File: src/rtl/bcd_stopwatch_ctrl_if.sv
// Bus between the stopwatch controller and its environment: command pulses
// from the debouncers, the live counter value, and the enable/clear/display
// signals the controller produces.
//
// Signalling: there is no valid/ready pair on this bus. Every cmd_* input is
// a single-cycle pulse that is consumed at the rising edge that samples it;
// nothing is back-pressured. cnt_en and cnt_clr are likewise single-cycle
// qualifiers the counter acts on at the next rising edge.
interface bcd_stopwatch_ctrl_if #(
    parameter int PARAM_DIGITS = 4
);
    logic                      cmd_start_stop;
    logic                      cmd_lap;
    logic                      cmd_clear;
    logic [4*PARAM_DIGITS-1:0] cnt_data;
    logic                      cnt_en;
    logic                      cnt_clr;
    logic [4*PARAM_DIGITS-1:0] disp_data;
    logic [1:0]                state;
    logic                      ovf;

    // Environment side: issues commands and returns the counter value.
    modport master (
        output cmd_start_stop, cmd_lap, cmd_clear, cnt_data,
        input  cnt_en, cnt_clr, disp_data, state, ovf
    );

    // Controller side.
    modport slave (
        input  cmd_start_stop, cmd_lap, cmd_clear, cnt_data,
        output cnt_en, cnt_clr, disp_data, state, ovf
    );
endinterface

File: src/rtl/bcd_stopwatch_ctrl.sv
// Stopwatch sequencing controller for an N-digit BCD counter.
// Turns start/stop, lap and clear pulses into a prescaled count enable and a
// registered counter clear, muxes a frozen lap value onto the display and
// flags overflow when the counter is at its all-max value.
//
// Optional build macro: BCD_STOPWATCH_SATURATE_EN
//   defined   -> counter is held at max, ovf is sticky until clear/rst
//   undefined -> counter wraps, ovf pulses together with the wrapping cnt_en
module bcd_stopwatch_ctrl #(
    parameter int PARAM_DIGITS = 4,
    parameter int PARAM_BASE   = 10,
    parameter int PARAM_DIV    = 4
) (
    input logic                clk,
    input logic                rst,
    bcd_stopwatch_ctrl_if.slave bus
);
    localparam int              PW         = (PARAM_DIV > 1) ? $clog2(PARAM_DIV) : 1;
    localparam logic [PW-1:0]   PRESC_LAST = PW'(PARAM_DIV - 1);
    localparam logic [3:0]      DIGIT_MAX  = 4'(PARAM_BASE - 1);

    typedef enum logic [1:0] {
        IDLE  = 2'd0,
        RUN   = 2'd1,
        PAUSE = 2'd2,
        LAP   = 2'd3
    } state_t;

    state_t                    state_q;
    logic [PW-1:0]             presc_q;
    logic [4*PARAM_DIGITS-1:0] lap_q;
    logic                      clr_q;
    logic                      at_max;
    logic                      counting;
    logic                      tick;

    // All digits at their maximum; each digit is judged on its 4-bit field only.
    always_comb begin
        at_max = 1'b1;
        for (int i = 0; i < PARAM_DIGITS; i++) begin
            if (bus.cnt_data[4*i +: 4] != DIGIT_MAX) begin
                at_max = 1'b0;
            end
        end
    end

    // A tick is due on the last prescaler phase while the watch is counting.
    assign counting = (state_q == RUN) || (state_q == LAP);
    assign tick     = counting && (presc_q == PRESC_LAST);

`ifdef BCD_STOPWATCH_SATURATE_EN
    logic ovf_q;

    // Sticky overflow: set when a tick would have fired at max, held until clear/rst.
    always_ff @(posedge clk) begin
        if (rst) begin
            ovf_q <= 1'b0;
        end else if (bus.cmd_clear) begin
            ovf_q <= 1'b0;
        end else if (tick && at_max) begin
            ovf_q <= 1'b1;
        end
    end

    assign bus.cnt_en = tick && !at_max;
    assign bus.ovf    = ovf_q;
`else
    assign bus.cnt_en = tick;
    assign bus.ovf    = tick && at_max;
`endif

    // Command sequencing, prescaler, lap capture and registered counter clear.
    always_ff @(posedge clk) begin
        if (rst) begin
            state_q <= IDLE;
            presc_q <= '0;
            lap_q   <= '0;
            clr_q   <= 1'b1;
        end else begin
            clr_q <= bus.cmd_clear;

            // The prescaler advances on every counting edge, including the one
            // that leaves RUN/LAP, so a pause keeps the phase reached so far.
            if (counting) begin
                presc_q <= (presc_q == PRESC_LAST) ? '0 : presc_q + 1'b1;
            end

            if (bus.cmd_clear) begin
                state_q <= IDLE;
                presc_q <= '0;
                lap_q   <= '0;
            end else begin
                case (state_q)
                    IDLE: begin
                        if (bus.cmd_start_stop) begin
                            state_q <= RUN;
                            presc_q <= '0;
                        end
                    end
                    RUN: begin
                        if (bus.cmd_start_stop) begin
                            state_q <= PAUSE;
                        end else if (bus.cmd_lap) begin
                            state_q <= LAP;
                            lap_q   <= bus.cnt_data;
                        end
                    end
                    LAP: begin
                        if (bus.cmd_start_stop) begin
                            state_q <= PAUSE;
                        end else if (bus.cmd_lap) begin
                            state_q <= RUN;
                        end
                    end
                    PAUSE: begin
                        if (bus.cmd_start_stop) begin
                            state_q <= RUN;
                        end
                    end
                    default: state_q <= IDLE;
                endcase
            end
        end
    end

    assign bus.cnt_clr   = clr_q;
    assign bus.state     = state_q;
    assign bus.disp_data = (state_q == LAP) ? lap_q : bus.cnt_data;
endmodule

File: src/flat_wrapper.sv
// flat-port wrapper written by rule: the top's interface ports become plain ports
module bcd_stopwatch_ctrl_flat 
#(
    parameter int PARAM_DIGITS = 4,
    parameter int PARAM_BASE   = 10,
    parameter int PARAM_DIV    = 4
)
  (clk, rst, bus_cmd_start_stop, bus_cmd_lap, bus_cmd_clear, bus_cnt_data, bus_cnt_en, bus_cnt_clr, bus_disp_data, bus_state, bus_ovf);
  bcd_stopwatch_ctrl_if #(.PARAM_DIGITS(PARAM_DIGITS)) bus_i ();
  input logic clk;
  input logic rst;
  input wire logic [$bits(bus_i.cmd_start_stop)-1:0] bus_cmd_start_stop;
  input wire logic [$bits(bus_i.cmd_lap)-1:0] bus_cmd_lap;
  input wire logic [$bits(bus_i.cmd_clear)-1:0] bus_cmd_clear;
  input wire logic [$bits(bus_i.cnt_data)-1:0] bus_cnt_data;
  output wire logic [$bits(bus_i.cnt_en)-1:0] bus_cnt_en;
  output wire logic [$bits(bus_i.cnt_clr)-1:0] bus_cnt_clr;
  output wire logic [$bits(bus_i.disp_data)-1:0] bus_disp_data;
  output wire logic [$bits(bus_i.state)-1:0] bus_state;
  output wire logic [$bits(bus_i.ovf)-1:0] bus_ovf;
  assign bus_i.cmd_start_stop = bus_cmd_start_stop;
  assign bus_i.cmd_lap = bus_cmd_lap;
  assign bus_i.cmd_clear = bus_cmd_clear;
  assign bus_i.cnt_data = bus_cnt_data;
  assign bus_cnt_en = bus_i.cnt_en;
  assign bus_cnt_clr = bus_i.cnt_clr;
  assign bus_disp_data = bus_i.disp_data;
  assign bus_state = bus_i.state;
  assign bus_ovf = bus_i.ovf;
  bcd_stopwatch_ctrl #(.PARAM_DIGITS(PARAM_DIGITS), .PARAM_BASE(PARAM_BASE), .PARAM_DIV(PARAM_DIV)) u_core (.clk(clk), .rst(rst), .bus(bus_i));
endmodule
File: config.mk
export PLATFORM = sky130hd
export DESIGN_NAME = bcd_stopwatch_ctrl_flat
export DESIGN_NICKNAME = d
export VERILOG_FILES = /design/src/rtl/bcd_stopwatch_ctrl_if.sv /design/src/rtl/bcd_stopwatch_ctrl.sv /design/src/flat_wrapper.sv
export SDC_FILE = /design/constraint.sdc
export NUM_CORES = 1
export LEC_CHECK = 0
export BUFFER_PORTS_ARGS = -buffer_cell sky130_fd_sc_hd__buf_4
export CAP_MARGIN = 10
export CORE_MARGIN = 2
export CORE_UTILIZATION = 40
export DETAILED_ROUTE_END_ITERATION = 10
export GPL_ROUTABILITY_DRIVEN = 0
export PLACE_DENSITY_LB_ADDON = 0.12
export REMOVE_ABC_BUFFERS = 1
export SETUP_SLACK_MARGIN = 0.4
export SLEW_MARGIN = 10
export SYNTH_ARGS = -nofsm -noshare
export SYNTH_HDL_FRONTEND = slang
export SYNTH_SLANG_ARGS = --single-unit
File: constraint.sdc
create_clock -name clk -period 1.2 [get_ports clk]
set_input_delay 0.18 -clock clk [delete_from_list [all_inputs] [get_ports clk]]
set_output_delay 0.18 -clock clk [all_outputs]
set_load 0.05 [all_outputs]
==> results_dict.tcl, run 1 <==
set metrics [dict create \
    hpwl_um 1830 \
    cts_max_path_buffers 2 \
    fin_skew_ns 0.00200 \
    clk_pin_slew_worst_paths_ns 0.12 \
    status "complete, but fails checks" \
    dp.cells 201 \
    route.detailed.drc 0 \
    io_pins 42 \
    core_area_mm2 0.00269 \
    n_antenna_cell 0 \
    h-tree-depth 1 \
    port_buffers 41 \
    grt_first_pass_wirelength_um 4730 \
    ir_worst_vdd_mv 0.674 \
    grt_max_degree 22 \
    timing.fmax_mhz 634 \
    via_count 1056 \
    cts_hold_buf 0 \
    synthCells 121 \
    placed_cell_area_mm2 0.00153 \
    yosysUniqueCellTypes 29 \
    fillers 185 \
    cts_inserted_buffers 3 \
    start_util 0.412 \
    hp-class "in2reg" \
    path_class "reg2out" \
    std_cell_rows 19 \
    critPathRequiredTime_ns 1.02 \
    antenna_found_initial 0 \
    ant_nets 0 \
    syn2layout_area_growth_pct 77.7 \
    finalCoreUtilization 0.733 \
    relSlewSlack 0.613 \
    syn_avg_cell_area_um2 9.15 \
    worstPathArrival_ns 1.40 \
    p_per_area_mw_per_mm2 768 \
    wl_um 3090 \
    synth_top_area_frac 0.380 \
    drt-pass1-iter-count 3 \
    cts.sinks 21 \
    post_layout_nonfiller_instances 212 \
    clock-root-buffer "clkbuf_4" \
    max_cap_viol_count 0 \
    drive_gt1_frac 0.724 \
    grt_overflow 0 \
    cp_max_fo 8 \
    critical_path.startpoint_type "register" \
    setup_slack_ns -0.378 \
    finalMaxSlewViolations 0 \
    routedWlPerCell_um 14.6 \
    cts_tree "yes" \
    fin_hold_ws_ns 0.119 \
    final_area_mm2 0.00197 \
    power_mw 1.51 \
    grt_setup_unrepaired "yes" \
    grt_pass1_vias 1051 \
    dieHeight_um 56.6 \
    finalCritPeriodShare 1.31 \
    period_minus_slack_ns 1.58 \
    die-width_um 56.6 \
    tightestPinTransition_ns 0.580 \
    p_leak_nw 0.865 \
    track_usage 0.186 \
    cp-end-kind "output pin" \
    setup_violations 36 \
    nNetsFinal 204 \
    syn_area_mm2 0.00111 \
    ys_seq_area_frac 0.380 \
    drtIter0Drc 11 \
    violations "setup timing" \
    yosysWarnings 0 \
    viasPerCell 4.98 \
    synth.area.top_cells "dfxtp_1 (38%), mux2_2 (16%), nand2_1 (11%)" \
    synth_seq_cells 21 \
    yosysTopAreaCell "dfxtp_1" \
    worstSkewPairLatency_ns 0.30 \
    finalHoldViolations 0 \
    die_area_mm2 0.00321 \
]
cells in the final DEF (no fill, tap or decap), types with 2 or more instances in the layout:
cell,synthesis,routed
nor4bb_1,3,2
mux2_2,16,6
nand2_4,0,7
buf_8,0,14
buf_4,1,33
dfxtp_1,21,16
clkbuf_4,0,3
nand2_2,4,11
buf_6,3,15
mux2_4,0,10
nor2_1,2,2
a21oi_1,8,2
dfxtp_2,0,5
nand2_1,33,19
a21oi_2,10,16
logic make-up (layout without fill, tap and decap cells):
logic type | count (synthesis) | count (layout) | synth area share
muxes | 16 | 16 | 0.163
AOI/OAI and AO/OA | 20 | 20 | 0.125
adders and majority gates | 1 | 1 | 0.0113
DFF | 21 | 21 | 0.380
buffers and inverters | 9 | 69 | 0.0723
xor gates and xnor gates | 1 | 1 | 0.00791
and+or+nand+nor | 53 | 53 | 0.241
critical path, cell delays in order (launching register included):
cell and delay [ns]:
dfxtp_2 0.36, nand2_4 0.10, buf_16 0.14, mux2_2 0.34, buf_6 0.15
layer usage:
layer  GRT usage  wire length (um)  share of wire
met1       0.243              1350           0.44
met2       0.312              1600           0.52
met3      0.0276               131          0.042
met4      0.0612                17         0.0055
met5           0                 0              0
what timing repair did:
item	in CTS	in global routing
gates cloned	1	0
endpoints found under the setup margin	41	41
setup buffers	0	6
gates resized for setup	57	37
pin swaps	4	20
synth_stat cells (all sizes together):
master,number
o21ai,1
nand4bb,1
clkbuf,1
xnor2,1
mux2,16
a31oi,1
and2,1
nor2b,1
inv,1
nor3,1
nor2,2
dfxtp,21
nand3b,1
nand2,37
nand2b,1
nand4b,1
nor4bb,3
nand3,1
or2,1
ha,1
buf,7
nor4b,1
a21oi,18
nor3b,1
area by class of cell:
cell class	count	area (um^2)	area share
multi-input cells	91	797	0.405
repair buffers	64	674	0.343
flip-flops and latches	21	427	0.217
well taps	31	38.8	0.0197
clock buffers	3	22.5	0.0114
clock inverters	1	5.00	0.00254
inverters	1	3.75	0.00191
power breakdown:
| part | internal [mW] | leakage (nW) | switching (mW) |
|---|---|---|---|
| Clock | 0.124 | 0.0177 | 0.223 |
| Combinational | 0.213 | 0.676 | 0.239 |
| Sequential | 0.706 | 0.171 | 0.00640 |
sequential cells by signal, indices dropped and copies added, names as in the netlist:
signal and flops:
u_core.bus.state 2, u_core.presc_q 2, u_core.lap_q 16, u_core.bus.cnt_clr 1
worst paths after layout:
check,from,slack [ns],end,cells after the start
worst max-delay path,u_core.bus.state[1],-0.38,bus_disp_data[10],4
worst min-delay path,bus_cnt_data[2],0.12,u_core.lap_q[2],3
worst max register to register,u_core.bus.state[1],-0.23,u_core.lap_q[9],6
worst min register to register,u_core.lap_q[14],0.47,u_core.lap_q[14],2
stage by stage:
step           setup TNS (ns)  setup WS, ns
4_1_cts                 -7.46        -0.382
3_3_place_gp            -1.36        -0.118
3_5_place_dp            -1.57        -0.142
5_1_grt                -12.04        -0.440
6_report                -9.83        -0.378
2_1_floorplan          -32.14         -1.39
Power figures use the tool's default switching activity.
==> run 2: changes to the inputs <==
Settings changed: CORE_MARGIN 2 to 5, SKIP_CTS_REPAIR_TIMING set to 1.
==> results_dict.tcl, run 2 (synthesized netlist as in run 1, its figures left out) <==
set metrics [dict create \
    power.internal_mw 1.03 \
    swShare 0.299 \
    finalMaxSlewViolations 0 \
    largest-register "u_core.lap_q" \
    final_cell_mix "buf_4 (35), nand2_1 (29), buf_6 (16), dfxtp_1 (16), a21oi_2 (14)" \
    viasPerCell 4.95 \
    post_layout_nonfiller_instances 211 \
    power_mw 1.48 \
    violations "setup timing" \
    timing.fmax_mhz 641 \
    largest_reg_flops 16 \
    period_minus_slack_ns 1.56 \
    finalHoldViolations 0 \
    clk_pin_slew_worst_paths_ns 0.12 \
    cts_tree "yes" \
    relSlewSlack 0.619 \
    h-tree-depth 1 \
    grt_first_pass_wirelength_um 4850 \
    tightestPinTransition_ns 0.572 \
    core_area_mm2 0.00271 \
    path_class "reg2out" \
    grt_max_degree 22 \
    hp-class "in2reg" \
    wl_um 3060 \
    grt_pass1_vias 1053 \
    p_leak_nw 0.749 \
    p_comb_frac 0.290 \
    routedWlPerCell_um 14.5 \
    grt_setup_unrepaired "yes" \
    cp-end-kind "output pin" \
    die_area_mm2 0.00392 \
    hpwl_um 2120 \
    via_count 1044 \
    final_common_cell "buf_4" \
    syn2layout_area_growth_pct 66.1 \
    nNetsFinal 203 \
    setup_violations 35 \
    fin_skew_ns 0.00394 \
    cts_inserted_buffers 3 \
    status "complete, but fails checks" \
    dp.cells 204 \
    die-width_um 62.6 \
    setup_slack_ns -0.359 \
    std_cell_rows 19 \
    power_switching_uw 442 \
    antenna_found_initial 0 \
    dieHeight_um 62.6 \
    port_buffers 41 \
    ir_worst_vdd_mv 0.575 \
    cts_max_path_buffers 2 \
    clock-root-buffer "clkbuf_4" \
    max_cap_viol_count 0 \
    worstSkewPairLatency_ns 0.30 \
    finalCritPeriodShare 1.30 \
    drtIter0Drc 23 \
    io_pins 42 \
    drt-pass1-iter-count 4 \
    p_per_area_mw_per_mm2 803 \
    cts.sinks 21 \
    start_util 0.409 \
    cp_max_fo 9 \
    ant_nets 0 \
    p_clk_frac 0.229 \
    route.detailed.drc 0 \
    p_seq_frac 0.481 \
    grt_overflow 0 \
    finalCoreUtilization 0.679 \
    drive_gt1_frac 0.650 \
    n_antenna_cell 0 \
    critical_path.startpoint_type "register" \
    worstPathArrival_ns 1.38 \
    track_usage 0.148 \
    critPathRequiredTime_ns 1.02 \
]
## run 2: path summary, 6_finish.rpt
kind | start | to | slack (ns) | depth (start not counted)
max | u_core.bus.state[0] | bus_disp_data[7] | -0.36 | 4
min reg2reg | u_core.lap_q[3] | u_core.lap_q[3] | 0.46 | 2
min | bus_cnt_data[11] | u_core.lap_q[11] | 0.12 | 3
max reg2reg | u_core.bus.state[0] | u_core.lap_q[6] | -0.16 | 6
## run 2: layout make-up
| type | instances | area [um^2] |
|---|---|---|
| sequential | 21 | 429 |
| fill | 211 | 871 |
| clock buffer | 4 | 26.3 |
| timing repair buffer | 63 | 633 |
| multi-input combinational | 91 | 708 |
| inverter | 1 | 3.75 |
| tap | 31 | 38.8 |
## run 2: layer usage
layer / GRT usage / share of wire / vias to the layer above
met5: 0 / 0 / -
met3: 0.0396 / 0.050 / 2
li1: - / - / 528
met4: 0.0557 / 0.0092 / 0
met2: 0.258 / 0.49 / 27
met1: 0.170 / 0.45 / 487
## run 2: critical path: stages, from the launching register on
cell and delay (ns):
dfxtp_4 0.37, nand2_4 0.08, buf_12 0.13, mux2_2 0.34
buf_6 0.15
## run 2: power groups by stage
stage	Sequential [mW]	Combinational, mW	Clock (mW)
after global placement	0.725	0.356	0
final	0.711	0.428	0.338
after global routing	0.712	0.450	0.387
after detailed placement	0.725	0.361	0
after CTS	0.709	0.362	0.358
after floorplan	0.742	0.178	0
## run 2: stage by stage
stage / worst slack [ns] / area (um^2) / setup TNS [ns] / hold WS, ns
5_1_grt: -0.401 / 1840 / -10.32 / 0.108
3_5_place_dp: -0.181 / 1560 / -1.88 / 0.445
3_3_place_gp: -0.141 / 1560 / -1.61 / 0.439
4_1_cts: -0.455 / 1590 / -8.50 / 0.104
2_1_floorplan: -1.39 / 1030 / -32.14 / 0.307
6_report: -0.359 / 1840 / -8.35 / 0.124
